[src/rtl/serial_t.sv]
// serial_t: 8N1 UART transmitter.
//
// Takes one byte at a time over a valid/ready handshake and sends it on TXD.
// Each frame is one start bit (0), eight data bits LSB first, and one stop
// bit (1). Every bit lasts BAUD_DIV clocks.
//
// A one-entry holding register lets the next byte wait while the current
// frame is sent. With it, back-to-back frames have no idle gap. TXD is
// registered, so the line never glitches.
//
// Parameters:
//   BAUD_DIV  clocks per bit (>= 2)
//   CNT_W     baud counter width, 2**CNT_W > BAUD_DIV
//
// Ports:
//   m_clock   in   system clock, rising edge
//   p_reset   in   synchronous active-high reset
//   tx_valid  in   a byte is offered on tx_data
//   tx_data   in   byte to send, captured only on an accept
//   tx_ready  out  holding register is free, so a byte can be accepted
//   TXD       out  serial line, idles high
//   busy      out  a start, data or stop bit is on the line
module serial_t #(
  parameter int BAUD_DIV = 5208,
  parameter int CNT_W    = 13
) (
  input  logic       m_clock,
  input  logic       p_reset,
  input  logic       tx_valid,
  input  logic [7:0] tx_data,
  output logic       tx_ready,
  output logic       TXD,
  output logic       busy
);

  typedef enum logic [1:0] {
    IDLE,
    START,
    DATA,
    STOP
  } state_t;

  localparam logic [CNT_W-1:0] CNT_LAST = CNT_W'(BAUD_DIV - 1);

  state_t           state_q, state_d;
  logic [CNT_W-1:0] cnt_q, cnt_d;
  logic [2:0]       bit_q, bit_d;
  logic [7:0]       shift_q, shift_d;
  logic [7:0]       hold_q, hold_d;
  logic             hold_full_q, hold_full_d;
  logic             txd_q, txd_d;

  logic bit_last;
  logic accept;
  logic shifter_free;

  assign bit_last = (cnt_q == CNT_LAST);
  assign accept   = tx_valid && !hold_full_q;

  // The shifter can take a new byte directly when nothing is on the line.
  // It can also take one in the last stop-bit cycle when no byte is held.
  // In that case the new frame starts with no gap.
  assign shifter_free = (state_q == IDLE) ||
                        ((state_q == STOP) && bit_last && !hold_full_q);

  // Next-state logic for the frame sequencer and the holding register.
  // TXD is computed from the next state, so the registered line changes
  // in the same cycle as the state.
  always_comb begin
    state_d     = state_q;
    cnt_d       = cnt_q;
    bit_d       = bit_q;
    shift_d     = shift_q;
    hold_d      = hold_q;
    hold_full_d = hold_full_q;
    txd_d       = 1'b1;

    case (state_q)
      IDLE: begin
        if (accept) begin
          state_d = START;
          cnt_d   = '0;
          shift_d = tx_data;
        end
      end
      START: begin
        if (bit_last) begin
          state_d = DATA;
          cnt_d   = '0;
          bit_d   = 3'd0;
        end else begin
          cnt_d = cnt_q + 1'b1;
        end
      end
      DATA: begin
        if (bit_last) begin
          cnt_d = '0;
          if (bit_q == 3'd7) begin
            state_d = STOP;
          end else begin
            bit_d = bit_q + 3'd1;
          end
        end else begin
          cnt_d = cnt_q + 1'b1;
        end
      end
      STOP: begin
        if (bit_last) begin
          cnt_d = '0;
          if (hold_full_q) begin
            state_d     = START;
            shift_d     = hold_q;
            hold_full_d = 1'b0;
          end else if (accept) begin
            state_d = START;
            shift_d = tx_data;
          end else begin
            state_d = IDLE;
          end
        end else begin
          cnt_d = cnt_q + 1'b1;
        end
      end
      default: begin
        state_d = IDLE;
        cnt_d   = '0;
      end
    endcase

    // When an accepted byte cannot go straight into the shifter, it waits
    // in the holding register.
    if (accept && !shifter_free) begin
      hold_d      = tx_data;
      hold_full_d = 1'b1;
    end

    case (state_d)
      START:   txd_d = 1'b0;
      DATA:    txd_d = shift_d[bit_d];
      default: txd_d = 1'b1;
    endcase
  end

  // State registers. Reset abandons any partial frame and empties the
  // holding register.
  always_ff @(posedge m_clock) begin
    if (p_reset) begin
      state_q     <= IDLE;
      cnt_q       <= '0;
      bit_q       <= 3'd0;
      shift_q     <= 8'h00;
      hold_q      <= 8'h00;
      hold_full_q <= 1'b0;
      txd_q       <= 1'b1;
    end else begin
      state_q     <= state_d;
      cnt_q       <= cnt_d;
      bit_q       <= bit_d;
      shift_q     <= shift_d;
      hold_q      <= hold_d;
      hold_full_q <= hold_full_d;
      txd_q       <= txd_d;
    end
  end

  assign tx_ready = !hold_full_q;
  assign TXD      = txd_q;
  assign busy     = (state_q != IDLE);

endmodule

[config.mk]
export PLATFORM = sky130hd
export DESIGN_NAME = serial_t
export DESIGN_NICKNAME = d
export VERILOG_FILES = /design/src/rtl/serial_t.sv
export SDC_FILE = /design/constraint.sdc
export NUM_CORES = 1
export LEC_CHECK = 0
export ABC_AREA = 0
export CAP_MARGIN = 30
export CORE_AREA = 4 4 71 87
export DETAILED_ROUTE_END_ITERATION = 6
export DIE_AREA = 0 0 75 91
export PLACE_DENSITY = 0.65
export REMOVE_ABC_BUFFERS = 1
export SYNTH_ARGS = -nofsm -noshare
export SYNTH_HDL_FRONTEND = slang
export SYNTH_SLANG_ARGS = --single-unit
[constraint.sdc]
create_clock -name m_clock -period 2.4 [get_ports m_clock]
set_input_delay 0.48 -clock m_clock [delete_from_list [all_inputs] [get_ports m_clock]]
set_output_delay 0.48 -clock m_clock [all_outputs]
set_load 0.02 [all_outputs]
==> results of run 1 <==
-- power by group through the flow --
stage	Sequential [mW]	Combinational [mW]	Clock [mW]
global placement	0.665	0.335	0
floorplan	0.664	0.184	0
CTS	0.652	0.348	0.447
global route	0.657	0.412	0.479
finish	0.654	0.377	0.433
detailed placement	0.666	0.337	0
-- synth_stat cells (all sizes together), types with 2 or more instances --
master    n  area, µm²
o211ai    2      15.01
a22o      5      43.79
clkbuf   11      41.29
inv       8      30.03
and3      2      12.51
buf       2      15.01
a311oi    5      61.31
xnor2     4      35.03
nand4     3      18.77
xor2      6      52.55
mux2i    20      200.2
o21ai    12      63.81
dfxtp    36      720.7
nor3b     2      15.01
or3       3      23.77
ha        7      87.58
o311a     4      40.04
a21oi     5      25.02
a31oi     2      12.51
nand3     9      45.04
a2111oi   5      50.04
a22oi     4      30.03
nand2b    2      12.51
a32oi     4      35.03
nor2     46      172.7
nand2    20      75.07
-- worst reg2reg max path, delay by kind of cell, from the launching register on --
family,cells,cell delay (ns)
AOI/OAI and AO/OA,5,0.88
buffers and inverters,1,0.16
DFF,1,0.32
and+or+nand+nor,2,0.92
-- metal layers --
layer | GRT usage (%) | vias up | wire length [µm]
met4 | 7.122 | 0 | 129
met2 | 28.27 | 38 | 2909
met3 | 3.978 | 12 | 189
li1 | - | 1008 | -
met1 | 19.23 | 975 | 2298
met5 | 0 | - | 0
-- cell families (layout without fill, tap and decap cells) --
kind of cell,count (synthesis),count (layout),share of synthesized area [%]
and+or+nand+nor,96,96,21.76
AOI/OAI and AO/OA,57,57,21.58
DFF,36,36,34.53
buffers and inverters,21,75,4.137
muxes,20,20,9.592
xor gates and xnor gates,10,10,4.196
adders and majority gates,7,7,4.196
-- worst max path at each step --
stage | slack, ns | from | endpoint
CTS | -0.02 | cnt_q[7] | TXD
global placement | -0.04 | tx_valid | TXD
floorplan | -0.04 | cnt_q[8] | TXD
global route | -0.13 | state_q[1] | TXD
finish | 0.001 | cnt_q[7] | TXD
detailed placement | -0.10 | cnt_q[7] | TXD
-- cell type report --
cell class | instances | area share [%]
Multi-Input combinational cell | 190 | 49.71
Tap cell | 62 | 2.754
Sequential cell | 36 | 25.68
Inverter | 8 | 1.199
Timing Repair Buffer | 59 | 17.55
Clock buffer | 5 | 2.443
Clock inverter | 3 | 0.6664
-- registers in the layout, indices dropped and copies added, names as in the netlist --
| name | flops |
|---|---|
| shift_q | 8 |
| cnt_q | 13 |
| TXD | 1 |
| bit_q | 3 |
| hold_full_q | 1 |
| hold_q | 8 |
| state_q | 2 |
-- per-stage QoR --
stage	util [%]	power (mW)
final	53.53	1.464
after global routing	53.53	1.548
after CTS	51.06	1.447
after detailed placement	48.20	1.003
after global placement	48.20	0.9996
after floorplan	-	0.8478
-- what timing repair did --
item / in CTS / in global routing
pin swaps: 9 / 2
resized for setup: 13 / 15
endpoints found under the setup margin: 1 / 2
buffers inserted: 4 / 4
==> results.yml, run 1 <==
status:
  outcome: "finished, final reports clean"
synthesis:
  syn_area_per_cell_um2: 8.449
  ys_types: 49
  netlist_area_um2: 2087
  ys_seq_elements: 36
  synth_cells: 247
  yosys_warnings: 0
  ys_seq_area_share_pct: 34.53
  synth_ff_type: "dfxtp_1"
  synthArstFlopShare_pct: 0
  synth-edff-count: 0
setup_path:
  critical_path_depth: 8
  arrival_ns: 2.57
  critical_path_class: "flip-flop to flip-flop"
  critical_path_required_ns: 2.57
  r2r_slack_ns: 0.001
  crit_path_frequent_cell: "o211ai_1"
  critPathMaxStageDelay_ns: 0.52
  path_max_fanout: 6
  reg2reg_to: "TXD"
  crit_family: "simple AND/OR/NAND/NOR gates"
  path_buf_inv: 1
  cp-start-kind: "flip-flop"
  crit_chain: "or4b_4, or3_4, buf_6, o211ai_1, o211ai_1, o21a_1, a2111oi_4, a41oi_2"
  reg2regPathDepth: 8
  slowest_stage: "or4b_4"
  reg2reg_from: "cnt_q[7]"
  endpoint_kind: "flip-flop"
cts:
  clockBufferDepth: 2
  clkSlewWorstSetupHoldPaths_ns: 0.08
  root_buffer: "clkbuf_8"
  ctsHoldBuffers: 0
  cts_tree: "built"
  htree_levels: 2
  numCtsBuffers: 5
  cts.sinks: 36
  clk_latency_ns: 0.30
drt:
  drtIter0Drc: 107
  ant_nets: 0
  drc: 0
  vias_per_cell: 5.601
  drt_first_pass_iters: 4
  vias: 2033
  wl_per_cell_um: 15.23
  routed_wirelength_mm: 5.527
sta:
  rsz0062_at_grt: "yes"
  hold_viol: 0
  tns_ns: 0
  worst_pin_slew_ns: 0.4532
  slew_headroom_pct: 69.58
  finalWorstPathRequiredPeriod_ns: 2.399
  setup_viol: 0
  fmax_mhz: 416.9
  fin_skew_ns: 0.01136
  setup_ws_ns: 0.001409
  post-route-period-util_pct: 99.94
  hold_slack_ns: 0.4933
  final_max_slew_viol_count: 0
layout:
  ff_latch_area_um2: 723.2
  drive_gt1_share_pct: 24.92
  areaGrowthSynthToFinish_pct: 34.95
  layout_commonest_cell: "nor2_1"
  n_fill_cell: 499
  fin_area_um2: 2816
  diodes: 0
  final_cells: 363
  final_nets: 318
  multi_input_area_um2: 1400
  final_cell_mix: "nor2_1, buf_4, dfxtp_1"
pwr:
  swShare_pct: 30.98
  clkPwrFrac_pct: 29.6
  internal-power_mw: 1.010
  power_frac_seq_pct: 44.7
  p_leak_nw: 1.147
  pwr-share-comb_pct: 25.7
  max-vdd-ir-drop_v: 0.0003218
  powerDensity_nw_per_um2: 519.6
  p_sw_mw: 0.4534
placement:
  place_congestion: 0.8307
  hpwl_mm: 3.805
  port_buffers: 13
  dpl_cell_area_um2: 2536
  dp.cells: 347
  place_ws_ns: -0.1028
floorplanning:
  die_h_um: 91
  die_w_um: 75
  ios: 14
  rows: 29
  initial_utilization_pct: 39.67
  core-area_um2: 5261
  die_area_um2: 6825
worst_hold_path:
  min_path_type: "flip-flop to flip-flop"
  whs_path_depth: 2
  hp-start: "cnt_q[1]"
  hold_end: "cnt_q[1]"
global_route:
  grt_pass1_vias: 2023
  gr-total-overflow: 0
  gr-usage-all-layers_pct: 16.60
  antenna_found_initial: 0
  grt_pass1_wl_mm: 8.935
  grt_max_degree: 14
run:
  cap_violations: 0
(Power assumes the default switching activity.)
==> run 2, diff against run 1 <==
--- a/config.mk
+++ b/config.mk
@@ -7,10 +7,13 @@
 export LEC_CHECK = 0
 export ABC_AREA = 0
 export CAP_MARGIN = 30
-export CORE_AREA = 4 4 71 87
+export CELL_PAD_IN_SITES_DETAIL_PLACEMENT = 0
+export CELL_PAD_IN_SITES_GLOBAL_PLACEMENT = 2
+export CORE_AREA = 4 4 79 96
 export DETAILED_ROUTE_END_ITERATION = 6
-export DIE_AREA = 0 0 75 91
-export PLACE_DENSITY = 0.65
+export DIE_AREA = 0 0 83 100
+export MAX_ROUTING_LAYER = met4
+export PLACE_DENSITY = 0.79
 export REMOVE_ABC_BUFFERS = 1
 export SYNTH_ARGS = -nofsm -noshare
 export SYNTH_HDL_FRONTEND = slang
==> run 2 against run 1 <==
  * Clock skew fell by 0.0063 ns
  * Combinational power decreased by 8.0%
  * Sequential cell count unchanged
  * Cell area down 3.3%
  * Largest cell class unchanged
  * Largest power group unchanged
  * Total power about the same
  * Non-clock buffer count decreased by 8
  * Routed wire length fell by 2.9%
  * Via count down 5.3%
==> results.yml, run 2 (synthesized netlist as in run 1, its figures left out) <==
sta:
  setup_viol: 0
  worst_pin_slew_ns: 0.4817
  post-route-period-util_pct: 99.68
  rsz0062_at_grt: "yes"
  tns_ns: 0
  slew_headroom_pct: 67.85
  fin_skew_ns: 0.005021
  fmax_mhz: 418.0
  hold_viol: 0
  finalWorstPathRequiredPeriod_ns: 2.392
  final_max_slew_viol_count: 0
cts:
  clk_latency_ns: 0.29
  cts_tree: "built"
  cts.sinks: 36
  clkSlewWorstSetupHoldPaths_ns: 0.08
  ctsHoldBuffers: 0
  root_buffer: "clkbuf_8"
  numCtsBuffers: 5
  htree_levels: 2
  clockBufferDepth: 2
drt:
  routed_wirelength_mm: 5.367
  drtIter0Drc: 57
  wl_per_cell_um: 14.12
  ant_nets: 0
  drc: 0
  vias_per_cell: 5.068
  vias: 1926
  drt_first_pass_iters: 4
layout:
  drive_gt1_share_pct: 19.80
  diodes: 0
  largest_register: "cnt_q"
  top_regs: "cnt_q: 13 flops, hold_q: 8 flops, shift_q: 8 flops"
  layout_commonest_cell: "nor2_1"
  post-route-util_pct: 40.72
  largest_reg_flops: 13
  final_nets: 310
  areaGrowthSynthToFinish_pct: 30.52
  final_cell_mix: "nor2_1, dfxtp_1, buf_4"
  n_fill_cell: 714
setup_path:
  arrival_ns: 2.56
  critical_path_required_ns: 2.57
  endpoint_kind: "flip-flop"
  cp-start-kind: "flip-flop"
  critical_path_class: "flip-flop to flip-flop"
  path_max_fanout: 8
floorplanning:
  die_h_um: 100
  ios: 14
  die_w_um: 83
  die_area_um2: 8300
  core-area_um2: 6689
  rows: 33
  initial_utilization_pct: 31.20
pwr:
  max-vdd-ir-drop_v: 0.0002286
  p_leak_nw: 1.082
  powerDensity_nw_per_um2: 537.1
global_route:
  gr-usage-all-layers_pct: 14.23
  grt_pass1_vias: 1987
  grt_max_degree: 15
  grt_pass1_wl_mm: 9.425
  antenna_found_initial: 0
  gr-total-overflow: 0
placement:
  port_buffers: 13
  place_congestion: 0.7928
  hpwl_mm: 3.963
run:
  cap_violations: 0
worst_hold_path:
  min_path_type: "flip-flop to flip-flop"
status:
  outcome: "finished, final reports clean"
==> run 2: area by class of cell <==
| type | instances | area, µm² | area share (%) |
|---|---|---|---|
| Inverter | 8 | 30.03 | 1.102 |
| Multi-Input combinational cell | 190 | 1335 | 49.01 |
| Clock buffer | 7 | 86.33 | 3.170 |
| Sequential cell | 36 | 720.7 | 26.46 |
| Tap cell | 87 | 108.9 | 3.996 |
| Timing Repair Buffer | 51 | 435.4 | 15.99 |
| Clock inverter | 1 | 7.507 | 0.2756 |
==> run 2: stage by stage <==
stage,power [mW],instances,setup slack (ns),hold WS [ns],cell area [µm²]
CTS,1.476,380,0.0008207,0.4975,2674
global placement,1.001,371,-0.05358,0.4736,2560
detailed placement,1.001,371,-0.08607,0.4868,2560
floorplan,0.8478,234,-0.04311,0.4556,2031
finish,1.463,380,0.007691,0.4977,2724
global route,1.552,380,-0.09787,0.5276,2724
==> run 2: what timing repair did <==
action                     4_1_cts  5_1_grt
setup endpoints to repair        1        1
gates resized for setup          4       10
pin swaps                        2        1
buffers inserted                 1        0
==> run 2: worst max-delay path: stages, from the launching register on <==
cell and delay (ns):
dfxtp_1 0.32, or4b_4 0.54, or3_4 0.42, a32oi_1 0.23, o311a_1 0.21, mux2i_1 0.09
a2111oi_2 0.32, a41oi_1 0.15
==> run 2: path summary, 6_finish.rpt <==
path	to	cells after the start	start	slack, ns
worst max-delay path	TXD	7	cnt_q[7]	0.008
worst min-delay path	cnt_q[1]	2	cnt_q[1]	0.50
worst max register to register	TXD	7	cnt_q[7]	0.008
worst min register to register	cnt_q[1]	2	cnt_q[1]	0.50
==> run 2: layer usage <==
metal / GRT usage, % / wire [µm] / vias to the layer above
met5: - / 0 / -
met4: 4.528 / 78 / 0
met3: 3.202 / 189 / 6
met2: 24.81 / 2719 / 28
met1: 16.25 / 2379 / 902
li1: - / - / 990
==> run 2: power breakdown <==
group,internal (mW),switching (mW)
logic,0.164,0.182
registers,0.627,0.0208
clock network,0.234,0.235
==> run 3, diff against run 2 <==
--- a/config.mk
+++ b/config.mk
@@ -15,6 +15,7 @@
 export MAX_ROUTING_LAYER = met4
 export PLACE_DENSITY = 0.79
 export REMOVE_ABC_BUFFERS = 1
+export SETUP_SLACK_MARGIN = 0.15
 export SYNTH_ARGS = -nofsm -noshare
 export SYNTH_HDL_FRONTEND = slang
 export SYNTH_SLANG_ARGS = --single-unit
==> run 3 against run 2 <==
  * Register-to-register slack is essentially flat
  * Die area stayed put
  * Critical path depth did not move
  * Sequential cell count did not move
  * Fmax grew 0.20%
  * Global-route usage unchanged
  * Critical endpoint unchanged
  * Largest cell class unchanged
==> results.yml, run 3 (synthesized netlist as in run 1, its figures left out) <==
layout:
  diodes: 0
  areaGrowthSynthToFinish_pct: 30.76
  n_fill_cell: 714
  ff_latch_area_um2: 720.7
  final_nets: 310
  drive_gt1_share_pct: 20.14
  largest_reg_flops: 13
  multi_input_area_um2: 1338
  largest_register: "cnt_q"
  final_cell_mix: "nor2_1, dfxtp_1, buf_4"
  layout_commonest_cell: "nor2_1"
  top_regs: "cnt_q: 13 flops, hold_q: 8 flops, shift_q: 8 flops"
  fin_area_um2: 2729
sta:
  hold_viol: 0
  fin_skew_ns: 0.005442
  post-route-period-util_pct: 99.48
  final_max_slew_viol_count: 0
  finalWorstPathRequiredPeriod_ns: 2.388
  worst_pin_slew_ns: 0.4878
  fmax_mhz: 418.8
  tns_ns: 0
  hold_slack_ns: 0.4977
  rsz0062_at_grt: "yes"
  setup_viol: 0
  slew_headroom_pct: 67.44
run:
  cap_violations: 0
placement:
  dpl_cell_area_um2: 2560
  port_buffers: 13
  hpwl_mm: 3.963
  place_congestion: 0.7928
cts:
  clkSlewWorstSetupHoldPaths_ns: 0.08
  clk_latency_ns: 0.29
  htree_levels: 2
  clockBufferDepth: 2
  cts_tree: "built"
  numCtsBuffers: 5
  cts.sinks: 36
  root_buffer: "clkbuf_8"
drt:
  drtIter0Drc: 63
  drt_first_pass_iters: 4
  wl_per_cell_um: 14.11
  ant_nets: 0
  vias_per_cell: 5.089
  drc: 0
  routed_wirelength_mm: 5.362
  vias: 1934
setup_path:
  arrival_ns: 2.56
  reg2reg_from: "cnt_q[7]"
  path_max_fanout: 8
  endpoint_kind: "flip-flop"
  critical_path_class: "flip-flop to flip-flop"
  critical_path_required_ns: 2.57
  cp-start-kind: "flip-flop"
  crit_start: "cnt_q[7]"
floorplanning:
  ios: 14
  rows: 33
  core-area_um2: 6689
  initial_utilization_pct: 31.20
  die_area_um2: 8300
  die_w_um: 83
  die_h_um: 100
global_route:
  gr-total-overflow: 0
  grt_pass1_wl_mm: 9.425
  grt_pass1_vias: 1986
  gr-usage-all-layers_pct: 14.23
  antenna_found_initial: 0
  grt_max_degree: 15
pwr:
  max-vdd-ir-drop_v: 0.0002287
  powerDensity_nw_per_um2: 536.3
  p_leak_nw: 1.095
  power.total_mw: 1.463
worst_hold_path:
  min_path_type: "flip-flop to flip-flop"
  hp-start: "cnt_q[1]"
status:
  outcome: "finished, final reports clean"
[run 3: worst max-delay path, stage by stage, from the launching register on]
cell	delay, ns
dfxtp_1	0.32
or4b_4	0.54
or3_4	0.42
a32oi_1	0.22
o311a_1	0.21
mux2i_1	0.09
a2111oi_2	0.32
a41oi_1	0.15
[run 3: metal layers]
metal,GRT usage [%],vias to the layer above,wire [µm]
met5,-,-,0
met2,24.81,30,2730
met3,3.202,6,185
met1,16.25,907,2367
li1,-,991,-
met4,4.528,0,78
[run 3: layout make-up]
class                   instances  area share (%)
repair buffers                 51           16.05
inverters                       8           1.100
flip-flops and latches         36           26.41
multi-input cells             190           49.01
clock buffers                   7           3.164
clock inverters                 1          0.2751
well taps                      87           3.989
[run 3: repair_timing]
| action | CTS | global route |
|---|---|---|
| gates resized for setup | 4 | 12 |
| hold buffers | 0 | 0 |
| cloned | 0 | 0 |
| buffers inserted | 1 | 0 |
| endpoints found under the setup margin | 1 | 9 |
| pin swaps | 2 | 1 |
[run 3: stage by stage]
stage | cells | utilization (%) | setup WS (ns)
3_3_place_gp | 371 | 38.27 | -0.05358
5_1_grt | 380 | 40.80 | -0.09208
6_report | 380 | 40.80 | 0.01245
4_1_cts | 380 | 39.97 | 0.0008207
3_5_place_dp | 371 | 38.27 | -0.08607
2_1_floorplan | 234 | - | -0.04311
[run 3: path summary, 6_finish.rpt]
| path | slack (ns) | cells after the start | end |
|---|---|---|---|
| worst min-delay path | 0.50 | 2 | cnt_q[1] |
| worst max register to register | 0.01 | 7 | TXD |
| worst max-delay path | 0.01 | 7 | TXD |
| worst min register to register | 0.50 | 2 | cnt_q[1] |
[run 3: report_power, final]
group	switching [mW]	internal, mW
sequential	0.0207	0.627
combinational	0.183	0.165
clock	0.234	0.234
